**config.mk**
```make
export PLATFORM = sky130hd
export DESIGN_NAME = uart_tx_arbiter
export DESIGN_NICKNAME = d
export VERILOG_FILES = /design/src/rtl/uart_tx_arbiter.sv
export SDC_FILE = /design/constraint.sdc
export NUM_CORES = 1
export LEC_CHECK = 0
export CAP_MARGIN = 0
export CORE_UTILIZATION = 44
export DETAILED_ROUTE_END_ITERATION = 8
export GPL_TIMING_DRIVEN = 0
export PLACE_DENSITY = 0.88
export SKIP_CTS_REPAIR_TIMING = 1
export SYNTH_ARGS = -nofsm -noshare
export SYNTH_HDL_FRONTEND = slang
export SYNTH_SLANG_ARGS = --single-unit
```
**constraint.sdc**
```tcl
create_clock -name clk -period 1.8 [get_ports clk]
set_input_delay 0.27 -clock clk [delete_from_list [all_inputs] [get_ports clk]]
set_output_delay 0.27 -clock clk [all_outputs]
set_load 0.02 [all_outputs]
```
**src/rtl/uart_tx_arbiter.sv**
```systemverilog
// Round-robin arbiter that shares one uart_tx among num_req requesters and
// aborts any character whose transmitter fails to report done in time.
module uart_tx_arbiter #(
    parameter int num_req        = 4,
    parameter int data_bits      = 8,
    parameter int timeout_cycles = 40000
) (
    input  logic                         clk,
    input  logic                         rst,
    input  logic                         enable,
    input  logic [num_req-1:0]           req,
    input  logic [num_req*data_bits-1:0] req_data,
    output logic [num_req-1:0]           ack,
    output logic [$clog2(num_req)-1:0]   grant_id,
    output logic                         busy,
    output logic                         timeout_err,
    output logic                         tx_start,
    output logic [data_bits-1:0]         tx_data_out,
    input  logic                         tx_active,
    input  logic                         done_tx
);

    localparam int id_w = $clog2(num_req);
    localparam int wd_w = 20;
    localparam logic [wd_w-1:0] wd_last = wd_w'(timeout_cycles - 1);
    localparam logic [id_w-1:0] id_max  = id_w'(num_req - 1);

    typedef enum logic [1:0] {
        IDLE,
        LOAD,
        WAIT_ACT,
        WAIT_DONE
    } state_t;

    state_t                 state;
    logic [id_w-1:0]        last_grant;
    logic [wd_w-1:0]        watchdog;

    logic                   pick_valid;
    logic [id_w-1:0]        pick_id;
    logic [data_bits-1:0]   pick_data;
    logic [num_req-1:0]     grant_onehot;

    // Search upward from last_grant+1 with wrap; the nearest set bit is
    // assigned last, so it wins.
    always_comb begin
        // NOTE: every comb output gets a default first so no path infers a latch.
        pick_valid = 1'b0;
        pick_id    = '0;
        for (int l = 0; l < num_req; l++) begin
            if (last_grant == id_w'(l)) begin
                for (int k = num_req; k >= 1; k--) begin
                    if (req[(l + k) % num_req]) begin
                        pick_valid = 1'b1;
                        pick_id    = id_w'((l + k) % num_req);
                    end
                end
            end
        end
    end

    always_comb begin
        pick_data = '0;
        for (int i = 0; i < num_req; i++) begin
            if (pick_id == id_w'(i)) begin
                pick_data = req_data[i*data_bits +: data_bits];
            end
        end
    end

    always_comb begin
        grant_onehot = '0;
        for (int i = 0; i < num_req; i++) begin
            grant_onehot[i] = (grant_id == id_w'(i));
        end
    end

    always_ff @(posedge clk or posedge rst) begin
        if (rst) begin
            state       <= IDLE;
            tx_start    <= 1'b0;
            tx_data_out <= '0;
            ack         <= '0;
            grant_id    <= '0;
            busy        <= 1'b0;
            timeout_err <= 1'b0;
            watchdog    <= '0;
            last_grant  <= id_max;
        end else begin
            // NOTE: state is updated with non-blocking assignments only, so
            // every branch below sees the values from before this edge.
            tx_start    <= 1'b0;
            ack         <= '0;
            timeout_err <= 1'b0;

            case (state)
                IDLE: begin
                    if (enable && pick_valid) begin
                        grant_id    <= pick_id;
                        tx_data_out <= pick_data;
                        tx_start    <= 1'b1;
                        busy        <= 1'b1;
                        state       <= LOAD;
                    end
                end

                LOAD: begin
                    watchdog <= '0;
                    state    <= WAIT_ACT;
                end

                WAIT_ACT, WAIT_DONE: begin
                    // done_tx in WAIT_ACT covers a transmitter too fast to
                    // show tx_active before finishing.
                    if (done_tx) begin
                        ack        <= grant_onehot;
                        last_grant <= grant_id;
                        busy       <= 1'b0;
                        state      <= IDLE;
                    end else if (watchdog == wd_last) begin
                        timeout_err <= 1'b1;
                        last_grant  <= grant_id;
                        busy        <= 1'b0;
                        state       <= IDLE;
                    end else begin
                        watchdog <= watchdog + 1'b1;
                        if (state == WAIT_ACT && tx_active) begin
                            state <= WAIT_DONE;
                        end
                    end
                end

                default: state <= IDLE;
            endcase
        end
    end

endmodule

```
Yosys cells after proc, flatten, opt, wreduce, memory -nomap -nowiden:

Cells that the tools add are included.

* ROM bits: 0
* bits in latches: 0
* memory bits (writable): 0
* memories: 0
* register bits after elaboration: 41
* input port bits: 41

* add/sub/neg operators: 1
* shift operators: 0
* $lt $le $gt $ge: 0
* multiplexer cells: 64
* multipliers: 0
* reductions and logical operators: 15
* bitwise gates (word level): 0
* equal/unequal tests: 18
* div/mod/pow operators: 0

Operator list (count)
* 2-bit 2-to-1 mux: 25
* 20-bit 2-to-1 mux: 2
* 20-bit case mux with 2 select lines: 1
* 8-bit 2-to-1 mux: 4
* 1-bit 2-to-1 mux: 28
* 20-bit by 1-bit adder with 20-bit output, second input constant: 1
* 20-bit by 16-bit equality test with 1-bit output, second input constant: 1
* 2-bit equality test, second input constant: 8
* 2-bit by 1-bit equality test with 1-bit output, second input constant: 4
* 2-bit logical NOT: 4
* 4-bit 2-to-1 mux: 2
* 2-bit inequality test, second input constant: 3
* 2-bit case mux with 3 select lines: 1
* 2-bit AND reduction: 3
* 3-bit AND reduction: 2
* 2-bit nonzero test: 3
* 4-bit inequality test, second input constant: 1
* 3-bit inequality test, second input constant: 1
* 1-bit logical AND: 2
* 1-bit case mux with 2 select lines: 1
* 2-bit OR reduction: 1

Longest topological paths before layout:

* depth in word-level cells: 24
* mapped depth: 8

Worst setup path after synthesis:

OpenSTA, ideal clock, no wires.

* path kind: reg-to-reg
* from: register last_grant[1]
* to: register tx_data_out[1]
* arrival time: 1755 ps
* path buffers: 1
* cell stages (with the launch flop): 7
* path slack: -41 ps
* required time: 1713 ps
* library setup time: 87 ps
* period minus slack after synthesis: 1841 ps
* cells stage by stage: dfstp_2 > a21bo_2 > a21oi_1 > a211oi_4 > buf_6 > mux2_2 > o211ai_1

* word-level cells in the longest chain between the ends: 22
* elaborated cells between the ends (all ways): 46

Ends and longest elaborated chain
* start, declared: line 36 `logic [id_w-1:0] last_grant;`
* start signal, assigned: line 88 `last_grant <= id_max;`
* start signal, assigned: line 117 `last_grant <= grant_id;`
* start signal, assigned: line 122 `last_grant <= grant_id;`
* 2-bit logical NOT: line 51 `if (last_grant == id_w'(l)) begin`
* 2-bit 2-to-1 mux: line 51
* 2-bit 2-to-1 mux (4 in a row): line 53 `if (req[(l + k) % num_req]) begin`
* 2-bit 2-to-1 mux: line 51
* 2-bit 2-to-1 mux (4 in a row): line 53
* 2-bit 2-to-1 mux: line 51
* 2-bit 2-to-1 mux (4 in a row): line 53
* 2-bit 2-to-1 mux: line 51
* 2-bit logical NOT: line 65 `if (pick_id == id_w'(i)) begin`
* 8-bit 2-to-1 mux (4 in a row): line 65
* end signal, assigned: line 100 `tx_data_out <= pick_data;`
* end, declared: line 18 `output logic [data_bits-1:0] tx_data_out,`

Several ways; a longest one is shown, not always the timed one.
A chain may end at the register's enable or synchronous reset.

Worst setup path after layout:

* from: register watchdog[8]
* to: register last_grant[0]

* word-level cells in the longest chain between the ends: 3

Ends and longest elaborated chain
* start, declared: line 37 `logic [wd_w-1:0] watchdog;`
* start signal, assigned: line 126 `watchdog <= watchdog + 1'b1;`
* 20-bit by 16-bit equality test with 1-bit output: line 120 `end else if (watchdog == wd_last) begin`
* 2-bit nonzero test (no line)
* 2-bit AND reduction (no line)

No other way between the ends.

==> results.md <==
* First-pass GRT wire length at 8740 um
* FF+latch count, synth at 41
* Die Ht at 73.5 um
* Post-layout min period at 2.04 ns
* Share of cells above drive strength 1 at 0.227
* DR pass1 iterations at 4
* Initial Utilization at 0.467
* RSZ-0062 raised after global routing: yes
* I/O pins at 58
* Fillcell total at 356
* Max Cap Viol at 0
* Clock Skew at 0.00441 ns
* Leading register cell type out of synthesis: dfrtp_1
* Yosys top cell by area: dfrtp_1
* Ys async rst share at 1.00
* Synthesized area at 2250 um2
* Syn Inst Count at 226
* Placed cells at 350
* Port Buffers at 57
* Final net count at 354
* Syn Nets at 268
* Final Hold Fails at 0
* WP data required at 2.03 ns
* Post-Synth XOR/XNOR Area at 0.0506
* Main combinational cell family by area after synthesis: simple AND/OR/NAND/NOR gates
* Post-synthesis mux area share at 0.0989
* Reg-to-Reg End: last_grant[0]
* Initial antenna violation count at 0
* Failing checks: negative setup slack
* Worst slew pin tran at 0.841 ns
* Power per cell area at 1190 nW/um2
* Commonest cells after routing, fill and taps aside: 53 x clkdlybuf4s50_1, 39 x dfrtp_1, 27 x nand2_1, 25 x nand3_1, 22 x nor2_1
* Global Route Usage Sum at 0.215
* Die area at 5410 um2
* F_max at 490 MHz
* Clk Latency, worst-skew pair at 0.30 ns
* Avg Cell Area, Syn at 9.96 um2
* CTS tree: built
* Reg2reg setup slack at -0.24 ns
* Adder-cell area share of the yosys netlist at 0.00556
* Setup ws final at -0.241 ns
* Crit. End Element: flop
* Average wire per standard cell at 15.3 um
* Startpoint Class: flop
* Sequential area share after synthesis at 0.457
* Final setup viols at 19
* H-tree depth at 2
* Max Slew Vio Count at 0
* Commonest non-fill, non-tap cell in the layout: clkdlybuf4s50_1
* R2r startpoint: watchdog[8]
* Outcome: finished with violations
* CTS Root Buffer Type: clkbuf_8
* Antenna diode instance count at 0
* # clock sinks at 41
* Crit Path Category: reg -> reg
* Compound-Gate Fraction of Synth Area at 0.112
* Synth warn at 0
* Tcrit/Tclk final at 1.13
* Clk slew on worst S/H paths at 0.08 ns
* Layout area overhead at 47.5%
* Post-route ant nets at 0
* Vias in the first global route at 1,953
* DRT iter0 DRCs at 170
* Clock tree buffer depth at 2
* Hold Slack at 0.444 ns
* Pwr Total at 3940 uW
* HPWL reported at the end of detailed placement at 3740 um
* FF+latch area at 1030 um2
* Path depth of the worst reg2reg path at 6
* Total CTS buffers at 5
* Rows at 25
* Core area at 4820 um2
* Gpl congestion at 0.789
* Min-Delay Path Class: in -> async
* Leak at 0.00149 uW
* Post-route DRC violation count at 0
* Synth Area in Simple Gates at 0.237
* Post-synth EDFFs at 0
* Area of the multi-input gates at 1250 um2
* Die Wd at 73.5 um
* Cell Count, Final, Fillers Out at 380
* Worst path arrival time at 2.27 ns
* VDD IR max at 0.737 mV
* Slew Limit Headroom at 0.438
* Largest net degree at the start of global routing at 42
* Largest cells by area after synthesis: dfrtp_1 43%, nand3_1 5.8%, mux2i_1 4.9%, nand2_1 4.5%, xor2_1 4.3%
* Grt ovf at 0
* Via count at 2,057
* Post-synth top area share at 0.434
* Synth cell types at 47
* Worst-path fanout max at 5
* Drt via density at 5.41
* DRT Wirelength at 5830 um
==> cells in the mapped netlist, types with 3 or more instances <==
cell type	count
dfrtp_1	39
nand2_1	27
nand3_1	26
nor2_1	23
mux2i_1	11
xor2_1	11
mux2_2	8
o211ai_1	8
nand4_1	7
inv_1	6
o21ai_0	5
buf_2	4
nand2b_1	4
nor3_1	3
==> metrics by stage <==
stage | worst slack (ns) | area, um2 | setup TNS (ns) | utilization
final | -0.241 | 3320 | -1.82 | 0.689
after global routing | -0.293 | 3320 | -4.31 | 0.689
after CTS | -0.248 | 2990 | -4.76 | 0.620
after detailed placement | -0.568 | 2910 | -9.97 | 0.603
after global placement | -0.517 | 2910 | -18.19 | 0.603
after floorplan | -0.0377 | 2250 | -0.0755 | -
==> worst max-delay path by stage <==
| stage | startpoint | depth (start not counted) | slack (ns) | endpoint |
|---|---|---|---|---|
| 2_1_floorplan | watchdog[8] | 5 | -0.04 | last_grant[0] |
| 3_3_place_gp | req[0] | 8 | -0.52 | tx_data_out[3] |
| 3_5_place_dp | req[0] | 8 | -0.57 | tx_data_out[3] |
| 4_1_cts | req[0] | 8 | -0.25 | tx_data_out[4] |
| 5_1_grt | watchdog[8] | 6 | -0.29 | last_grant[1] |
| 6_report | watchdog[8] | 6 | -0.24 | last_grant[0] |
==> state kept, by name, indices dropped and copies added (netlist names) <==
| register | flops |
|---|---|
| tx_data_out | 8 |
| timeout_err | 1 |
| busy | 1 |
| tx_start | 1 |
| grant_id | 2 |
| ack | 4 |
| last_grant | 2 |
| watchdog | 20 |
| state | 2 |
==> metal layers <==
| layer | part of all wire | GRT usage | wire (um) |
|---|---|---|---|
| met2 | 0.52 | 0.368 | 3010 |
| met3 | 0.067 | 0.0631 | 391 |
| met5 | 0 | 0 | 0 |
| met4 | 0.014 | 0.0641 | 84 |
| met1 | 0.40 | 0.260 | 2340 |
==> power by group <==
part	total (uW)	switching, uW	internal (uW)	leakage [uW]
Sequential	1330	183	1150	0.000541
Combinational	2010	992	1020	0.000899
Clock	599	330	269	0.0000450
Total	3940	1510	2430	0.00149
==> cell families after synthesis <==
kind of cell    after synthesis
compound gates               27
flops                        41
xor+xnor                     13
fa+ha+maj                     1
buf+inv                      17
mux                          21
simple gates                106
==> critical path, cell delays in order, from the launching register on <==
cell	delay, ns
dfrtp_1	0.41
or4b_4	0.54
nor4_4	0.30
buf_6	0.17
a21oi_4	0.07
nor2b_4	0.17
mux2_4	0.31
==> area by class of cell <==
type                            count  area share
Multi-Input combinational cell    168       0.376
Sequential cell                    41       0.310
Timing Repair Buffer               79       0.228
Buffer                             10      0.0275
Tap cell                           67      0.0252
Clock buffer                        6      0.0219
Inverter                            7     0.00904
Clock inverter                      2     0.00301
(Power assumes the default switching activity.)
